$ cat src/rtl/hack_program_counter.sv
// Hack CPU program counter with a hardware return-address stack.
// Supports clear, jump (load), increment and hold, plus call/ret linkage
// through a small LIFO so subroutine return addresses never touch RAM.
// Overflow/underflow are sticky and only cleared by clr or reset_n.
module hack_program_counter #(
    parameter int WIDTH = 16,
    parameter int DEPTH = 8
) (
    input  logic                       clock,
    input  logic                       reset_n,
    input  logic [WIDTH-1:0]           in,
    input  logic                       load,
    input  logic                       inc,
    input  logic                       clr,
    input  logic                       call,
    input  logic                       ret,
    output logic [WIDTH-1:0]           out,
    output logic [$clog2(DEPTH+1)-1:0] depth,
    output logic                       overflow,
    output logic                       underflow
);

    localparam int DW = $clog2(DEPTH + 1);
    localparam int AW = $clog2(DEPTH);

    logic [WIDTH-1:0] r_out;
    logic [DW-1:0]    r_depth;
    logic             r_overflow;
    logic             r_underflow;
    logic [WIDTH-1:0] r_stack [DEPTH];

    logic [WIDTH-1:0] w_out_inc;
    logic             w_full;
    logic             w_empty;
    logic [AW-1:0]    w_push_idx;
    logic [AW-1:0]    w_top_idx;
    logic [WIDTH-1:0] w_pop_data;

    logic [WIDTH-1:0] w_out_nxt;
    logic [DW-1:0]    w_depth_nxt;
    logic             w_overflow_nxt;
    logic             w_underflow_nxt;
    logic             w_push;

    // Return address wraps modulo 2^WIDTH, same as a plain increment.
    assign w_out_inc  = r_out + WIDTH'(1);
    assign w_full     = (r_depth == DW'(DEPTH));
    assign w_empty    = (r_depth == '0);
    // depth is at most DEPTH, so its low AW bits address the stack directly;
    // when full they wrap to 0 and depth-1 wraps back to DEPTH-1.
    assign w_push_idx = r_depth[AW-1:0];
    assign w_top_idx  = r_depth[AW-1:0] - AW'(1);
    assign w_pop_data = r_stack[w_top_idx];

    // Next-state selection: clr > call > ret > load > inc > hold.
    always_comb begin
        w_out_nxt       = r_out;
        w_depth_nxt     = r_depth;
        w_overflow_nxt  = r_overflow;
        w_underflow_nxt = r_underflow;
        w_push          = 1'b0;
        if (clr) begin
            w_out_nxt       = '0;
            w_depth_nxt     = '0;
            w_overflow_nxt  = 1'b0;
            w_underflow_nxt = 1'b0;
        end else if (call) begin
            // The jump always happens; only the push is lost when full.
            w_out_nxt = in;
            if (w_full) begin
                w_overflow_nxt = 1'b1;
            end else begin
                w_push      = 1'b1;
                w_depth_nxt = r_depth + DW'(1);
            end
        end else if (ret) begin
            if (w_empty) begin
                w_underflow_nxt = 1'b1;
            end else begin
                w_out_nxt   = w_pop_data;
                w_depth_nxt = r_depth - DW'(1);
            end
        end else if (load) begin
            w_out_nxt = in;
        end else if (inc) begin
            w_out_nxt = w_out_inc;
        end
    end

    // Architectural state register; synchronous reset overrides everything.
    always_ff @(posedge clock) begin
        if (!reset_n) begin
            r_out       <= '0;
            r_depth     <= '0;
            r_overflow  <= 1'b0;
            r_underflow <= 1'b0;
        end else begin
            r_out       <= w_out_nxt;
            r_depth     <= w_depth_nxt;
            r_overflow  <= w_overflow_nxt;
            r_underflow <= w_underflow_nxt;
        end
    end

    // Stack storage needs no reset: entries at or above depth are never read.
    always_ff @(posedge clock) begin
        if (reset_n && w_push) begin
            r_stack[w_push_idx] <= w_out_inc;
        end
    end

    assign out       = r_out;
    assign depth     = r_depth;
    assign overflow  = r_overflow;
    assign underflow = r_underflow;

endmodule

$ cat config.mk
export PLATFORM = sky130hd
export DESIGN_NAME = hack_program_counter
export DESIGN_NICKNAME = d
export VERILOG_FILES = /design/src/rtl/hack_program_counter.sv
export SDC_FILE = /design/constraint.sdc
export NUM_CORES = 1
export LEC_CHECK = 0
export CAP_MARGIN = 20
export CORE_AREA = 3 3 153 155
export CTS_CLUSTER_DIAMETER = 150
export DETAILED_ROUTE_END_ITERATION = 10
export DIE_AREA = 0 0 156 158
export SKIP_LAST_GASP = 1
export SYNTH_ARGS = -nofsm -noshare
export SYNTH_HDL_FRONTEND = slang
export SYNTH_SLANG_ARGS = --single-unit
$ cat constraint.sdc
create_clock -name clock -period 6.8 [get_ports clock]
set_input_delay 0.68 -clock clock [delete_from_list [all_inputs] [get_ports clock]]
set_output_delay 0.68 -clock clock [all_outputs]
set_load 0.01 [all_outputs]
==> impl_metrics.yaml <==
worst_setup_path:
  worstPathMaxFanout: 32
  worst_r2r_endpoint: "out[12]"
  start_kind: "flip-flop"
  worst_r2r_path_depth: 8
  crit_type: "reg2reg"
  cp.arrival_ns: 3.94
  rrSetupSlack_ns: 3.23
  r2r_start: "depth[0]"
  required_ns: 7.16
  end_kind: "flip-flop"
cells_and_area:
  mostFrequentLayoutCells: "edfxtp_1, clkdlybuf4s50_1, nand2_1"
  mostFrequentLayoutCell: "edfxtp_1"
  diodes: 0
  fin_area_mm2: 0.00802
  area_growth_pct: 21.2
  final_layout_size_suffix_gt1_share_pct: 18.9
  layout.nets: 513
global_route:
  grt_max_degree: 33
  grt_usage_pct: 14.1
  grt_pass1_wl_um: 25700
  grt_pass1_vias: 4220
  antenna_found_initial: 0
  overflow: 0
worst_hold_path:
  hold_depth: 2
  holdPathEnd: "underflow"
  hp-start: "underflow"
  holdCritPathClass: "reg2reg"
clock_tree:
  cts_setup_buffers: 0
  numCtsBuffers: 17
  cts_root_buf: "clkbuf_16"
  clk_path_buf_depth: 2
  cts_tree: "done"
  cts.htree.levels: 4
  clk_pin_slew_ns: 0.06
  cts_resized: 0
  insertion_delay_ns: 0.42
  cts_sinks: 150
  cts_hold_buffers: 0
synthesis:
  synthCells: 432
  synth_nets: 461
  synth.distinct_cells: 61
  ys_seq_area_share_pct: 64.7
  ys.warnings.count: 0
  syn_avg_cell_area_um2: 15.3
  ys_ff_latch: 150
  synthFlopType: "edfxtp_1"
  netlist_area_mm2: 0.00662
  synthArstFlopShare_pct: 0
  synth_edf_count: 128
power_and_ir_drop:
  power.density_mw_per_mm2: 291
  ir_drop_uv: 145
  leakage_nw: 2.59
die:
  die_h_um: 158
  io_pins: 45
  start_util_pct: 30.1
  chipWidth_um: 156
  rows: 54
  coreArea_mm2: 0.0220
  die-area_mm2: 0.0246
drt:
  viasPerCell: 5.40
  wire_per_inst_um: 22.0
  drtIter0Drc: 391
  drt-total-wl_um: 17100
  ant_nets: 0
  dr.pass1.iters: 6
  vias: 4192
  post-route-drc-count: 0
flow_run:
  cap_violations: 0
sta:
  report.final.hold_viol_count: 0
  relSlewSlack_pct: 37.3
  finClkSkew_ns: 0.00747
  post-route-period-util_pct: 52.6
  setup_tns_ns: 0
  fin_crit_ns: 3.57
  final-setup-viol-count: 0
  tightestPinTransition_ns: 0.933
  slew_viol_final: 0
  max_freq_ghz: 0.280
  grt_setup_unrepaired: "false"
outcome:
  status: "finished clean"
placement:
  dp_hpwl_um: 11500
  place_congestion: 0.829
  placed_area_mm2: 0.00738
  port_buffers: 44
power breakdown:
group	internal [mW]	switching [mW]	total, mW
combinational	0.119	0.156	0.275
clock	0.624	0.389	1.01
sequential	1.02	0.0250	1.05
total	1.77	0.569	2.34
sequential cells by signal, indices dropped and copies added, names as in the netlist:
register and cells:
out 16, underflow 1, overflow 1, r_stack 128, depth 4
metal layers:
metal  track usage [%]  up-vias  wire length, µm
li1                  -     1834                -
met1              18.2     2140             7070
met2              23.4      187             8410
met3              3.17       31             1230
met4              5.17        0              376
met5                 0        -                0
critical path, stage by stage (launching register included):
cell       delay [ns]
dfxtp_2          0.31
buf_4            0.51
clkinv_1         0.47
ha_1             0.81
buf_4            0.41
mux4_2           0.25
nand2_1          0.06
a2111oi_0        0.50
a211o_1          0.16
layout make-up:
| cell class | instances | area (µm²) |
|---|---|---|
| fill | 2023 | 13900 |
| tap | 280 | 350 |
| multi-input combinational | 254 | 2190 |
| inverter | 5 | 18.8 |
| timing repair buffer | 56 | 531 |
| sequential | 150 | 4290 |
| clock buffer | 17 | 425 |
| clock inverter | 15 | 214 |
kinds of logic after synthesis:
kind of cell | Yosys count | share of synthesized area, %
xor+xnor | 20 | 2.93
compound gates | 79 | 9.04
fa+ha+maj | 6 | 1.25
simple gates | 113 | 8.30
mux | 36 | 11.5
buf+inv | 28 | 2.25
flops | 150 | 64.7
per-stage QoR:
stage,utilization (%),hold WS [ns],power [mW],instances,setup slack (ns)
floorplan,-,0.505,1.24,432,3.45
global placement,33.6,0.478,1.34,745,3.27
detailed placement,33.6,0.478,1.34,745,3.19
CTS,36.5,0.495,2.35,777,3.15
global route,36.5,0.552,2.41,777,2.90
finish,36.5,0.486,2.34,777,3.23
worst max path at each step:
stage / from / depth (start not counted) / end
6_report: depth[0] / 8 / out[12]
5_1_grt: depth[0] / 8 / out[12]
4_1_cts: depth[0] / 8 / out[12]
3_5_place_dp: depth[0] / 8 / out[12]
3_3_place_gp: depth[0] / 9 / out[10]
2_1_floorplan: depth[0] / 8 / r_stack[1][0]
Yosys cell counts, drive strengths merged, types with 7 or more instances:
cell    count  area share [%]
a22oi       8            0.91
nor2       31             1.8
nand3      10            0.76
mux4       32              11
dfxtp      22             6.7
edfxtp    128              58
xnor2      14             1.9
o21ai      12             1.2
nand2      39             2.3
a21oi      13            0.98
buf        15             1.5
clkbuf      8            0.45
nand4       7            0.66
Note: power is estimated with default switching activity, not from simulation.
